File: src/rtl/l1_refill_dma.sv
// L1 line-refill engine: one AXI4 read burst per miss, each beat written to inst_mem or data_mem.
// Optional macro L1_REFILL_CWF_EN selects critical-word-first (WRAP burst plus crit_valid output).
module l1_refill_dma #(
    parameter int DATA_WIDTH = 32,
    parameter int ADDR_WIDTH = 32,
    parameter int BURST_LEN  = 8
) (
    input  logic                  cpu_clk,
    input  logic                  cpu_rst_n,
    input  logic                  req_valid,
    output logic                  req_ready,
    input  logic [ADDR_WIDTH-1:0] req_addr,
    input  logic                  req_target,
    output logic                  busy,
    output logic                  done,
    output logic                  err,
    output logic [ADDR_WIDTH-1:0] m_axi_araddr,
    output logic [7:0]            m_axi_arlen,
    output logic [2:0]            m_axi_arsize,
    output logic [1:0]            m_axi_arburst,
    output logic                  m_axi_arvalid,
    input  logic                  m_axi_arready,
    input  logic [DATA_WIDTH-1:0] m_axi_rdata,
    input  logic [1:0]            m_axi_rresp,
    input  logic                  m_axi_rlast,
    input  logic                  m_axi_rvalid,
    output logic                  m_axi_rready,
    output logic [ADDR_WIDTH-1:0] dma_inst_mem_waddr,
    output logic [DATA_WIDTH-1:0] dma_inst_mem_wdata,
    output logic                  inst_mem_write,
    output logic [ADDR_WIDTH-1:0] dma_data_mem_waddr,
    output logic [DATA_WIDTH-1:0] dma_data_mem_wdata,
    output logic                  data_mem_write,
    output logic                  data_mem_write_ctrl_by,
`ifdef L1_REFILL_CWF_EN
    output logic                  crit_valid,
`endif
    output logic [1:0]            dbg_state
);
    localparam int CW   = $clog2(BURST_LEN);
    localparam int OFFS = CW + 2;

    typedef enum logic [1:0] {S_IDLE, S_ADDR, S_DATA, S_DONE} state_t;

    state_t                r_state;
    state_t                w_next;
    logic                  r_target;
    logic [ADDR_WIDTH-1:0] r_araddr;
    logic [CW-1:0]         r_beat;
    logic                  r_err;
    logic                  r_inst_we;
    logic                  r_data_we;
    logic                  r_crit;
    logic [ADDR_WIDTH-1:0] r_waddr;
    logic [DATA_WIDTH-1:0] r_wdata;

    logic                  w_req_fire;
    logic                  w_beat_fire;
    logic                  w_last_cnt;
    logic                  w_burst_end;
    logic                  w_bad;
    logic [CW-1:0]         w_idx;
    logic                  w_unused_addr;

    assign w_req_fire    = req_valid && (r_state == S_IDLE);
    assign w_beat_fire   = m_axi_rvalid && (r_state == S_DATA);
    assign w_last_cnt    = (r_beat == CW'(BURST_LEN - 1));
    assign w_burst_end   = w_beat_fire && (w_last_cnt || m_axi_rlast);
    // Both early rlast and missing rlast show up as rlast disagreeing with the beat count.
    assign w_bad         = (m_axi_rresp != 2'b00) || (m_axi_rlast != w_last_cnt);
    // Low araddr word bits are zero for INCR, so this wraps only in critical-word-first mode.
    assign w_idx         = r_araddr[OFFS-1:2] + r_beat;
    assign w_unused_addr = ^req_addr[OFFS-1:0];

    always_ff @(posedge cpu_clk or negedge cpu_rst_n) begin
        if (!cpu_rst_n) r_state <= S_IDLE;
        else            r_state <= w_next;
    end

    always_comb begin
        w_next = r_state;
        case (r_state)
            S_IDLE:  if (req_valid)     w_next = S_ADDR;
            S_ADDR:  if (m_axi_arready) w_next = S_DATA;
            S_DATA:  if (w_burst_end)   w_next = S_DONE;
            S_DONE:                     w_next = S_IDLE;
            default:                    w_next = S_IDLE;
        endcase
    end

    always_comb begin
        req_ready              = 1'b0;
        busy                   = 1'b1;
        done                   = 1'b0;
        err                    = 1'b0;
        m_axi_arvalid          = 1'b0;
        m_axi_rready           = 1'b0;
        data_mem_write_ctrl_by = r_target;
        case (r_state)
            S_IDLE: begin
                req_ready              = 1'b1;
                busy                   = 1'b0;
                data_mem_write_ctrl_by = 1'b0;
            end
            S_ADDR:  m_axi_arvalid = 1'b1;
            S_DATA:  m_axi_rready  = 1'b1;
            S_DONE: begin
                done = 1'b1;
                err  = r_err;
            end
            default: ;
        endcase
    end

    always_ff @(posedge cpu_clk or negedge cpu_rst_n) begin
        if (!cpu_rst_n) begin
            r_target  <= 1'b0;
            r_araddr  <= '0;
            r_beat    <= '0;
            r_err     <= 1'b0;
            r_inst_we <= 1'b0;
            r_data_we <= 1'b0;
            r_crit    <= 1'b0;
            r_waddr   <= '0;
            r_wdata   <= '0;
        end else begin
            r_inst_we <= 1'b0;
            r_data_we <= 1'b0;
            r_crit    <= 1'b0;
            if (w_req_fire) begin
                r_target <= req_target;
`ifdef L1_REFILL_CWF_EN
                r_araddr <= {req_addr[ADDR_WIDTH-1:2], 2'b00};
`else
                r_araddr <= {req_addr[ADDR_WIDTH-1:OFFS], {OFFS{1'b0}}};
`endif
                r_beat   <= '0;
                r_err    <= 1'b0;
            end
            if (w_beat_fire) begin
                r_beat    <= r_beat + CW'(1);
                r_err     <= r_err | w_bad;
                r_inst_we <= !r_target;
                r_data_we <= r_target;
                r_crit    <= (r_beat == '0);
                r_waddr   <= {r_araddr[ADDR_WIDTH-1:OFFS], w_idx, 2'b00};
                r_wdata   <= m_axi_rdata;
            end
        end
    end

    assign m_axi_araddr       = r_araddr;
    assign m_axi_arlen        = 8'(BURST_LEN - 1);
    assign m_axi_arsize       = 3'b010;
`ifdef L1_REFILL_CWF_EN
    assign m_axi_arburst      = 2'b10;
    assign crit_valid         = r_crit;
`else
    assign m_axi_arburst      = 2'b01;
`endif
    assign dma_inst_mem_waddr = r_waddr;
    assign dma_inst_mem_wdata = r_wdata;
    assign inst_mem_write     = r_inst_we;
    assign dma_data_mem_waddr = r_waddr;
    assign dma_data_mem_wdata = r_wdata;
    assign data_mem_write     = r_data_we;
    assign dbg_state          = r_state;
endmodule

File: config.mk
export PLATFORM = sky130hd
export DESIGN_NAME = l1_refill_dma
export DESIGN_NICKNAME = d
export VERILOG_FILES = /design/src/rtl/l1_refill_dma.sv
export SDC_FILE = /design/constraint.sdc
export NUM_CORES = 1
export LEC_CHECK = 0
export ABC_CLOCK_PERIOD_IN_PS = 1500
export BUFFER_PORTS_ARGS = -buffer_cell sky130_fd_sc_hd__buf_4
export CORE_MARGIN = 3
export CORE_UTILIZATION = 42
export CTS_BUF_LIST = sky130_fd_sc_hd__clkbuf_4 sky130_fd_sc_hd__clkbuf_8
export CTS_CLUSTER_SIZE = 14
export DETAILED_ROUTE_END_ITERATION = 12
export GPL_TIMING_DRIVEN = 0
export PLACE_DENSITY_LB_ADDON = 0.1
export SYNTH_ARGS = -nofsm -noshare
export SYNTH_HDL_FRONTEND = slang
export SYNTH_SLANG_ARGS = --single-unit
File: constraint.sdc
create_clock -name cpu_clk -period 1.5 [get_ports cpu_clk]
set_input_delay 0.225 -clock cpu_clk [delete_from_list [all_inputs] [get_ports cpu_clk]]
set_output_delay 0.225 -clock cpu_clk [all_outputs]
set_load 0.01 [all_outputs]
==> Word-level counts from Yosys, hierarchy flattened <==
Cells that the tools add are included.
{ "word_totals": {"regBits": 98, "inputBits": 73, "output_inout_bits": 184} }
{ "op_classes": {"n_addsub": 1, "eq_ne": 8, "mux": 17, "bitwise": 1, "reduce_logical": 10} }
{ "ops": {"columns": ["op", "count"], "rows": [
  ["two-way mux 1 bit", 11],
  ["case mux 2 bit (4 select lines)", 1],
  ["two-way mux 2 bit", 3],
  ["two-way mux 3 bit", 2],
  ["!= test 2 bit (second input constant)", 3],
  ["equality test 2 bit (second input constant)", 2],
  ["nonzero test 2 bit", 2],
  ["adder 3 x 1 -> 3 bit (second input constant)", 1],
  ["equality test 3 bit (second input constant)", 1],
  ["logical AND 1 bit", 3],
  ["AND reduction 3 bit", 1],
  ["equality test 2 x 1 -> 1 bit (second input constant)", 1],
  ["zero test 2 bit", 1],
  ["logical OR 1 bit", 2],
  ["zero test 1 bit", 1],
  ["!= test 1 bit", 1],
  ["bitwise OR 1 bit", 1]
]} }

==> Longest topological paths before layout <==
{ "logic_depth": {"word_depth": 5, "ltp_mapped": 7, "ltp_nobuf": 7} }

==> Worst setup path before layout <==
Ideal clock, no wire load.
{ "synth_timing": {"path_kind": "register to register", "from": "reg r_state[0], in the netlist dbg_state[0]", "to": "reg r_waddr[25], in the netlist dma_data_mem_waddr[25]", "setup_time_ps": 125, "t_arrival_ps": 1579, "t_required_ps": 1375, "setup_slack_ps": -204, "path_stages_with_launch": 7, "path_buffers": 2, "cell_sequence": "dfrtp_1 -> inv_1 -> ha_1 -> and2_4 -> buf_12 -> buf_8 -> mux2_4"} }
{ "synth_via": {"elab_chain_len": 2} }
{ "synth_lines": {"columns": ["element", "line", "source"], "rows": [
  ["from (decl)", "45", "state_t r_state;"],
  ["from (signal assigned)", "77", "else r_state <= w_next;"],
  ["equality test 2 bit", "66", "assign w_beat_fire = m_axi_rvalid && (r_state == S_DATA);"],
  ["logical AND 1 bit", "66", null],
  ["to (signal assigned)", "146", "r_waddr <= {r_araddr[ADDR_WIDTH-1:OFFS], w_idx, 2'b00};"],
  ["to (decl)", "54", "logic [ADDR_WIDTH-1:0] r_waddr;"]
]} }
Every way passes these cells.
A chain may end at the register's enable or synchronous reset.

==> Final worst setup path <==
{ "layout_timing": {"from": "reg r_beat[0]", "to": "reg r_state[1], in the netlist dbg_state[1]"} }
{ "layout_via": {"elab_chain_len": 5} }
{ "layout_lines": {"columns": ["element", "line", "source"], "rows": [
  ["from (decl)", "49", "logic [CW-1:0] r_beat;"],
  ["from (signal assigned)", "141", "r_beat <= r_beat + CW'(1);"],
  ["equality test 3 bit", "67", "assign w_last_cnt = (r_beat == CW'(BURST_LEN - 1));"],
  ["logical OR 1 bit", "68", "assign w_burst_end = w_beat_fire && (w_last_cnt || m_axi_rlast);"],
  ["logical AND 1 bit", "68", null],
  ["!= test 2 bit (no line)", null, null],
  ["AND reduction 3 bit (no line)", null, null]
]} }
Every way passes these cells.

==> impl_metrics.json <==
{
  "grt_usage_pct": 18.4,
  "ant_nets": 0,
  "r2r-start": "r_beat[0]",
  "maxSlewHeadroom_pct": 18.0,
  "synth_area_um2": 4630,
  "dp_hpwl_um": 8000,
  "cts_tree": "yes",
  "cpPeakStageDelay_ns": 0.36,
  "yosysUniqueCellTypes": 25,
  "crit_arrival_ns": 1.96,
  "hold-path-cell-count": 2,
  "min_from": "req_addr[20]",
  "r2r_cells": 7,
  "cap_viol_max_count": 0,
  "synth_seq_cells": 98,
  "finalWorstSetupSlack_ns": -0.210,
  "violations": "setup timing",
  "setup_viol": 101,
  "htreeDepth": 3,
  "dieArea_um2": 12300,
  "cp_slowest_cell": "dfrtp_1",
  "drive_gt1_share_pct": 77.0,
  "grt_max_degree": 99,
  "wire_per_inst_um": 15.4,
  "grt_overflow": 0,
  "fmax_mhz": 585,
  "area.growth.synth_to_final_pct": 57.6,
  "worstMarginPinSlew_ns": 1.23,
  "drt_iter0_markers": 88,
  "cpMostUsedCell": "ha_4",
  "multi_input_area_um2": 1640,
  "path_max_fanout": 2,
  "area.sequential_um2": 2450,
  "avgSynthCellArea_um2": 14.6,
  "cts_root_buf": "clkbuf_8",
  "startpoint": "r_beat[0]",
  "p_total_uw": 17000,
  "crit_cells": 7,
  "grt_pass1_vias": 3423,
  "cts_buffer_depth": 2,
  "clkPwrFrac_pct": 11.3,
  "gp_congestion": 0.776,
  "cp-start-kind": "flop",
  "grt_pass1_wl_um": 18300,
  "fill_cells": 788,
  "layout.nets": 676,
  "start_util_pct": 44.1,
  "crit_buf_inv": 1,
  "slew_viol_final": 0,
  "outcome": "finished, violations left",
  "die_h_um": 111,
  "skew_ns": 0.00752,
  "drc": 0,
  "min_path_type": "in2reg",
  "cp_cell_sequence": "ha_2 -> ha_4 -> inv_2 -> ha_4 -> nand2b_4 -> a221oi_4 -> mux2_4",
  "netSwitchingFraction_pct": 32.3,
  "crit_type": "reg2reg",
  "fin_crit_sh_pct": 114,
  "via_per_inst": 4.42,
  "cts_buffers": 9,
  "p_int_uw": 11500,
  "r2r_slack_ns": -0.21,
  "required_ns": 1.75,
  "fin_util_pct": 69.5,
  "power.switching_uw": 5500,
  "routed_wl_um": 11300,
  "end_kind": "flop",
  "period_needed_ns": 1.71,
  "first_pass_iters": 4,
  "clkTransAtPathRegs_ns": 0.09,
  "critPathTopFamily": "adder cells",
  "rows": 37,
  "power-per-cell-area_nw_per_um2": 2330,
  "ir_drop_v": 0.00131,
  "num_vias": 3250,
  "rsz0062_at_grt": "true",
  "core_um2": 10500,
  "syn_inst": 317,
  "synth-seq-area-share_pct": 52.9,
  "antennaDiodeCount": 0,
  "leakage_uw": 0.00381,
  "port_buffers": 229,
  "antenna_found_initial": 0,
  "clkLatencyLatePin_ns": 0.35,
  "ioPinCount": 257,
  "dieWidth_um": 111,
  "seqPwrFrac_pct": 30.3,
  "final_hold_viol_count": 0,
  "comb_power_share_pct": 58.4,
  "cts.sinks": 98,
  "yosys_warnings": 0
}
path summary, 6_finish.rpt:
path                                              end
worst max register to register           dbg_state[1]
min in group asynchronous       dma_data_mem_waddr[8]
worst max-delay path                     dbg_state[1]
worst min register to register         inst_mem_write
worst min-delay path                 m_axi_araddr[20]
max in group asynchronous                dbg_state[0]
power groups by stage:
stage | Sequential, µW | Combinational (µW) | Clock [µW]
3_5_place_dp | 5190 | 9060 | 0
3_3_place_gp | 5120 | 8930 | 0
6_report | 5160 | 9930 | 1920
4_1_cts | 5170 | 10000 | 1980
5_1_grt | 5390 | 10600 | 2090
2_1_floorplan | 5540 | 4400 | 0
area by class of cell:
cell class	count	share of cell area, %
Timing Repair Buffer	252	28.5
Sequential cell	98	33.6
Buffer	90	9.78
Clock inverter	2	0.822
Inverter	6	0.343
Clock buffer	13	2.28
Multi-Input combinational cell	139	22.4
Tap cell	136	2.33
registers in the layout (all words and copies together) (netlist names):
| name | count |
|---|---|
| inst_mem_write | 1 |
| dbg_state | 2 |
| r_beat | 3 |
| r_target | 1 |
| r_err | 1 |
| data_mem_write | 1 |
| dma_data_mem_waddr | 30 |
| dma_data_mem_wdata | 32 |
| m_axi_araddr | 27 |
logic make-up after synthesis:
kind of cell / synth area share, %
buf+inv: 17.2
compound gates: 1.43
other cells: 0.162
mux: 25.0
flops: 52.9
fa+ha+maj: 1.89
simple gates: 1.38
repair_timing:
action	4_1_cts	5_1_grt
endpoints found under the setup margin	101	100
pin swaps	2	2
hold buffers	0	0
gates resized for setup	47	16
setup buffers	14	6
gates cloned	6	1
metrics by stage:
step,setup WS [ns],hold slack [ns],std cells,TNS [ns],instance area (µm²)
global route,-0.285,0.0714,736,-9.38,7310
global placement,-0.275,0.457,702,-7.80,6610
floorplan,-0.165,-0.0706,337,-3.56,4720
detailed placement,-0.291,0.461,702,-9.70,6610
CTS,-0.211,0.0716,737,-6.88,7320
finish,-0.210,0.0937,736,-4.36,7310
cell usage in the layout, fill, tap and decap left out, drive strengths merged:
master,count
o32a,1
clkbuf,14
nand2b,1
a221oi,1
mux2,91
nor2,1
bufinv,2
dfrtp,98
and3,1
buf,341
and2,2
o21ai,3
conb,22
a22o,2
nand3,1
nand2,2
nor2b,2
ha,7
nor3,1
a21oi,1
inv,6
synth_stat cells (all sizes together):
master	n	area share (%)
mux2	91	25
nor3	1	0.11
and2	2	0.32
ha	7	1.9
a21oi	1	0.19
o21ai	3	0.32
buf	94	17
o32a	1	0.22
a22o	2	0.38
nand3	1	0.11
a221oi	1	0.32
dfrtp	98	53
nand2	2	0.22
conb	2	0.16
nand2b	1	0.14
nor2	1	0.081
nor2b	2	0.27
inv	6	0.49
and3	1	0.14
routing by layer:
metal  GRT usage (%)  up-vias  wire length [µm]
met5               0        -                 0
met4            7.30        0               275
met3            4.97       22               985
met2            31.3      157              5660
met1            22.1     1560              4400
li1                -     1511                 -
(Power assumes the default switching activity.)
